===== src/rtl/adcdac_2g_cmd_seq.sv =====
// rtl/adcdac_2g_cmd_seq.sv - register command sequencer over a byte-wide serial link
// Optional read-response timeout: ADCDAC_CMD_TIMEOUT_EN
module adcdac_2g_cmd_seq #(
    parameter int RST_CYCLES     = 16,
    parameter int TIMEOUT_CYCLES = 4096
) (
    input  logic        fpga_clk,
    input  logic        fpga_rst_n,
    input  logic        req_valid,
    output logic        req_ready,
    input  logic        req_rd,
    input  logic [6:0]  req_addr,
    input  logic [15:0] req_wdata,
    output logic        rsp_valid,
    output logic [15:0] rsp_rdata,
    output logic        rsp_timeout,
    input  logic        relink,
    output logic        busy,
    output logic [7:0]  rx_drop_cnt,
    output logic        user_tx_rst,
    output logic        user_rx_rst,
    output logic [7:0]  user_tx_data,
    output logic        user_tx_val,
    input  logic        user_tx_full,
    input  logic [7:0]  user_rx_data,
    input  logic        user_rx_val
);

    localparam logic [2:0] LINK_RST = 3'd0;
    localparam logic [2:0] IDLE     = 3'd1;
    localparam logic [2:0] TX_HDR   = 3'd2;
    localparam logic [2:0] TX_DHI   = 3'd3;
    localparam logic [2:0] TX_DLO   = 3'd4;
    localparam logic [2:0] RX_HI    = 3'd5;
    localparam logic [2:0] RX_LO    = 3'd6;
    localparam logic [2:0] DONE     = 3'd7;

    localparam int RW = $clog2(RST_CYCLES + 1);

    logic [2:0]    state;
    logic [RW-1:0] rst_cnt;
    logic          cmd_rd;
    logic [6:0]    cmd_addr;
    logic [15:0]   cmd_wdata;
    logic [7:0]    rx_hi;
    logic          in_rx;
    logic          in_tx;
    logic          timeout_hit;
    logic          timeout_done;

    assign in_rx        = (state == RX_HI) || (state == RX_LO);
    assign in_tx        = (state == TX_HDR) || (state == TX_DHI) || (state == TX_DLO);
    assign timeout_done = in_rx && !user_rx_val && timeout_hit;

`ifdef ADCDAC_CMD_TIMEOUT_EN
    localparam int TW = $clog2(TIMEOUT_CYCLES + 1);

    logic [TW-1:0] to_cnt;
    logic          enter_done;
    logic          rsp_timeout_q;

    // Restarts on RX entry (counter is held clear outside RX) and on every captured byte.
    always_ff @(posedge fpga_clk or negedge fpga_rst_n) begin
        if (!fpga_rst_n) begin
            to_cnt <= '0;
        end else if (!in_rx || user_rx_val) begin
            to_cnt <= '0;
        end else if (!timeout_hit) begin
            to_cnt <= to_cnt + 1'b1;
        end
    end

    assign timeout_hit = (to_cnt == TW'(TIMEOUT_CYCLES - 1));
    assign enter_done  = (state == TX_DLO && !user_tx_full) ||
                         (state == RX_LO && user_rx_val) || timeout_done;

    always_ff @(posedge fpga_clk or negedge fpga_rst_n) begin
        if (!fpga_rst_n) begin
            rsp_timeout_q <= 1'b0;
        end else if (enter_done) begin
            rsp_timeout_q <= timeout_done;
        end
    end

    assign rsp_timeout = rsp_timeout_q;
`else
    assign timeout_hit = 1'b0;
    assign rsp_timeout = 1'b0;
`endif

    always_ff @(posedge fpga_clk or negedge fpga_rst_n) begin
        if (!fpga_rst_n) begin
            state       <= LINK_RST;
            rst_cnt     <= '0;
            cmd_rd      <= 1'b0;
            cmd_addr    <= '0;
            cmd_wdata   <= '0;
            rx_hi       <= '0;
            rsp_rdata   <= '0;
            rx_drop_cnt <= '0;
        end else begin
            if (user_rx_val && !in_rx && rx_drop_cnt != 8'hFF) begin
                rx_drop_cnt <= rx_drop_cnt + 8'd1;
            end
            case (state)
                LINK_RST: begin
                    if (rst_cnt == RW'(RST_CYCLES - 1)) begin
                        state   <= IDLE;
                        rst_cnt <= '0;
                    end else begin
                        rst_cnt <= rst_cnt + 1'b1;
                    end
                end
                IDLE: begin
                    // An accepted request takes priority over a simultaneous relink.
                    if (req_valid) begin
                        cmd_rd    <= req_rd;
                        cmd_addr  <= req_addr;
                        cmd_wdata <= req_wdata;
                        state     <= TX_HDR;
                    end else if (relink) begin
                        state       <= LINK_RST;
                        rst_cnt     <= '0;
                        rx_drop_cnt <= '0;
                    end
                end
                TX_HDR: if (!user_tx_full) state <= cmd_rd ? RX_HI : TX_DHI;
                TX_DHI: if (!user_tx_full) state <= TX_DLO;
                TX_DLO: begin
                    if (!user_tx_full) begin
                        state     <= DONE;
                        rsp_rdata <= '0;
                    end
                end
                RX_HI: begin
                    if (user_rx_val) begin
                        rx_hi <= user_rx_data;
                        state <= RX_LO;
                    end else if (timeout_hit) begin
                        state     <= DONE;
                        rsp_rdata <= '0;
                    end
                end
                RX_LO: begin
                    if (user_rx_val) begin
                        rsp_rdata <= {rx_hi, user_rx_data};
                        state     <= DONE;
                    end else if (timeout_hit) begin
                        state     <= DONE;
                        rsp_rdata <= '0;
                    end
                end
                DONE:    state <= IDLE;
                default: state <= LINK_RST;
            endcase
        end
    end

    assign req_ready   = (state == IDLE);
    assign busy        = (state != IDLE);
    assign user_tx_rst = (state == LINK_RST);
    assign user_rx_rst = (state == LINK_RST);
    assign rsp_valid   = (state == DONE);
    assign user_tx_val = in_tx && !user_tx_full;

    always_comb begin
        user_tx_data = 8'h00;
        case (state)
            TX_HDR:  user_tx_data = {cmd_rd, cmd_addr};
            TX_DHI:  user_tx_data = cmd_wdata[15:8];
            TX_DLO:  user_tx_data = cmd_wdata[7:0];
            default: user_tx_data = 8'h00;
        endcase
    end

endmodule


===== config.mk =====
export PLATFORM = sky130hd
export DESIGN_NAME = adcdac_2g_cmd_seq
export DESIGN_NICKNAME = d
export VERILOG_FILES = /design/src/rtl/adcdac_2g_cmd_seq.sv
export SDC_FILE = /design/constraint.sdc
export NUM_CORES = 1
export LEC_CHECK = 0
export CAP_MARGIN = 20
export CORE_AREA = 2 2 92 94
export CTS_BUF_LIST = sky130_fd_sc_hd__clkbuf_4 sky130_fd_sc_hd__clkbuf_8
export DETAILED_ROUTE_END_ITERATION = 8
export DIE_AREA = 0 0 94 96
export PLACE_DENSITY = 0.68
export RECOVER_POWER = 50
export SLEW_MARGIN = 10
export SYNTH_ARGS = -nofsm -noshare
export SYNTH_HDL_FRONTEND = slang
export SYNTH_SLANG_ARGS = --single-unit

===== constraint.sdc =====
create_clock -name fpga_clk -period 1.5 [get_ports fpga_clk]
set_input_delay 0.15 -clock fpga_clk [delete_from_list [all_inputs] [get_ports fpga_clk]]
set_output_delay 0.15 -clock fpga_clk [all_outputs]
set_load 0.02 [all_outputs]

==> summary.md <==
| Metric | Value |
|---|---|
| Ys async rst share | 100% |
| Gate count after technology mapping | ~300 |
| Routed wire per std cell | roughly 16 um |
| Ys Warns | 0 |
| FF-to-FF path depth | 5 |
| DIE HEIGHT | 96 um |
| WS Path Type | reg2out |
| Startpoint types | flop |
| CTS buffer count | 9 |
| Static Leakage | roughly 0.0024 uW |
| Largest net degree at the start of global routing | 65 |
| Detailed Place HPWL | about 5 mm |
| Power density over the cells | around 2100 mW/mm2 |
| WHS Endpoint | rsp_rdata[7] |
| Root buffer cell | clkbuf_8 |
| Iteration-0 DRC Markers | 104 |
| CTS tree | done |
| Worst-path fanout max | 7 |
| Final Max Tran Viols | 0 |
| Rows | 33 |
| Synth top area share | between 50% and 60% |
| Mapped Area | 0.00310 mm2 |
| Total Nets Final | approximately 480 |
| Reg2reg start | state[2] |
| WP data required | around 1.4 ns |
| GR Overflow Total | 0 |
| ANT cells | 0 |
| Worst setup margin | -0.228 ns |
| Buffers on Ports | 75 |
| Fin crit share | 115% |
| Deepest clock path buffer count | 2 |
| Crit Reg-Reg Endpoint | cmd_wdata[4] |
| GRT Overall Usage | 18.7% |
| Synth area leader | dfrtp_1 |
| Antenna viol nets, final | 0 |
| Fin. Hold Viols | 0 |
| Avg Synthesized Cell Area | about 10 um2 |
| Vias in the first global route | 2,759 |
| Routed vias/inst | 5.17 |
| Area of the core | 0.00805 mm2 |
| Count of final setup violators | 65 |
| Clk slew on worst S/H paths | 0.07 ns |
| Global-route wire length before repair | between 10 and 15 mm |
| Fmax | between 500 and 600 MHz |
| Area grow syn2layout | 68.5% |
| Max-Cap Viols | 0 |
| Die area | ~0.009 mm2 |
| Reg2Reg Setup Slack | -0.19 ns |
| Clk_skew | about 0.0091 ns |
| Synth Register Bits | 64 |
| Drt total wl | roughly 8.8 mm |
| Worst setup EP type | output pin |
| Hold depth | 3 |
| Placed cell area | ~0.0043 mm2 |
| Design area | roughly 0.0052 mm2 |
| Clock Latency Late Sink | 0.34 ns |
| RSZ-0062 raised after global routing | true |
| Min cycle time layout | ~1.7 ns |
| Die W | around 94 um |
| Failing checks | negative setup slack |
| Crit path DAT | approximately 1.6 ns |
| Seq/Total Area, Yosys | approximately 52% |
| Synth unique cells | 46 |
| Slew headroom | ~43% |
| GP Congestion | about 0.85 |
| Worst hold path type | in2reg |
| Synth area leaders | dfrtp_1 52%, mux2_1 7.3%, o21ai_0 4.7% |
| Clk sinks | 64 |
| Most frequent cells in the layout | 61 x dfrtp_1, 44 x clkdlybuf4s50_1, 42 x buf_4, 26 x buf_6, 23 x mux2_4 |
| Vias | roughly 2,800 |
| First drt pass iteration count | 4 |
| DRC errors left | 0 |
| Worst-margin pin slew | approximately 0.86 ns |
| Status | complete, but fails checks |
| Maximum vdd drop | 1080 uV |
| Starting Density | 38.6% |
| Number of flops mapped to enable cells by yosys | 0 |
| Synth Net Count | around 340 |
| TNS Setup | -8.02 ns |
| Htree depth | 3 |
| Boundary pin count | a little under 80 |
| Initial antenna violation count | 0 |
| Share of cells above drive strength 1 | roughly 48% |
| Commonest non-fill, non-tap cell in the layout | dfrtp_1 |
| Hold_sp | user_rx_data[7] |
| Crit path from | state[2] |
| Top_reg_cell synth | dfrtp_1 |
[sequential cells by signal, summed over array words and instances (netlist names)]
signal       count
state            3
rst_cnt          5
cmd_addr         7
cmd_wdata       16
rx_hi            8
rsp_rdata       16
rx_drop_cnt      8
cmd_rd           1
[metal layers]
metal	GRT usage, %	wire (um)
met3	4.39	459
met2	31.4	4400
met4	6.64	198
met5	0	0
met1	23.9	3720
[Yosys cell counts, types with 2 or more instances]
master    instances
o22ai_1           2
nand3_1          20
mux2_1           20
nor2b_1           6
o211ai_1          2
buf_6             3
nand2_1          19
or3_1             3
a211oi_1          3
a31oi_1           2
a21oi_1           7
mux2i_1           3
o21ai_0          29
buf_2             3
nor3_1            5
a22o_1            4
mux2_2           12
nand4_1           3
ha_1              2
clkbuf_1          7
inv_1            20
dfrtp_1          64
or2_2             2
a22oi_1           8
and2_1            2
and3_1            3
buf_4             6
nand2b_1          3
nor2_1           17
[worst max path at each step]
| stage | slack, ns | depth (start not counted) | endpoint |
|---|---|---|---|
| finish | -0.23 | 6 | user_tx_data[4] |
| detailed placement | -0.29 | 5 | user_tx_data[1] |
| floorplan | -0.23 | 6 | cmd_addr[0] |
| CTS | -0.21 | 6 | user_tx_data[3] |
| global placement | -0.23 | 5 | user_tx_data[2] |
| global route | -0.29 | 6 | user_tx_data[4] |
[worst max-delay path: stages, from the launching register on]
cell	delay, ns
dfrtp_2	0.43
inv_2	0.07
nor2_4	0.23
buf_6	0.15
a22oi_2	0.07
o21ai_2	0.16
buf_6	0.13
[timing repair]
| item | 4_1_cts | 5_1_grt |
|---|---|---|
| endpoints found under the hold margin | 64 | 0 |
| cloned | 3 | 4 |
| endpoints found under the setup margin | 82 | 75 |
| pin swaps | 29 | 22 |
| gates resized for setup | 151 | 76 |
| buffers inserted | 19 | 9 |
| hold buffers | 1 | 0 |
[stage by stage]
step	worst slack [ns]	utilization (%)	power (uW)	cells	hold slack (ns)
final	-0.228	65.0	11200	545	0.410
after global routing	-0.294	65.0	11900	545	0.415
after CTS	-0.210	60.9	10300	538	0.356
after detailed placement	-0.293	53.0	7770	500	0.193
after global placement	-0.234	53.0	7680	500	0.187
after floorplan	-0.234	-	5640	297	-0.146
[final cells by class]
class / instances / area [um2]
Fill cell: 622 / 2820
Multi-Input combinational cell: 193 / 1730
Sequential cell: 64 / 1610
Timing Repair Buffer: 146 / 1460
Clock buffer: 11 / 145
Tap cell: 105 / 131
Clock inverter: 5 / 80.1
Inverter: 21 / 78.8
[report_power, final]
| group | switching [uW] | internal, uW |
|---|---|---|
| Sequential | 613 | 2540 |
| Clock | 681 | 997 |
| Combinational | 2950 | 3420 |
[logic make-up after synthesis]
| family | share of synthesized area (%) |
|---|---|
| other | 0.121 |
| multiplexers | 12.6 |
| buffers and inverters | 6.41 |
| XOR/XNOR | 0.282 |
| flip-flops | 51.6 |
| AO/OA/AOI/OAI | 13.1 |
| adder cells (fa/ha/maj) | 0.806 |
| AND/OR/NAND/NOR | 15.1 |
No activity file was read; power rests on OpenSTA's default activity.
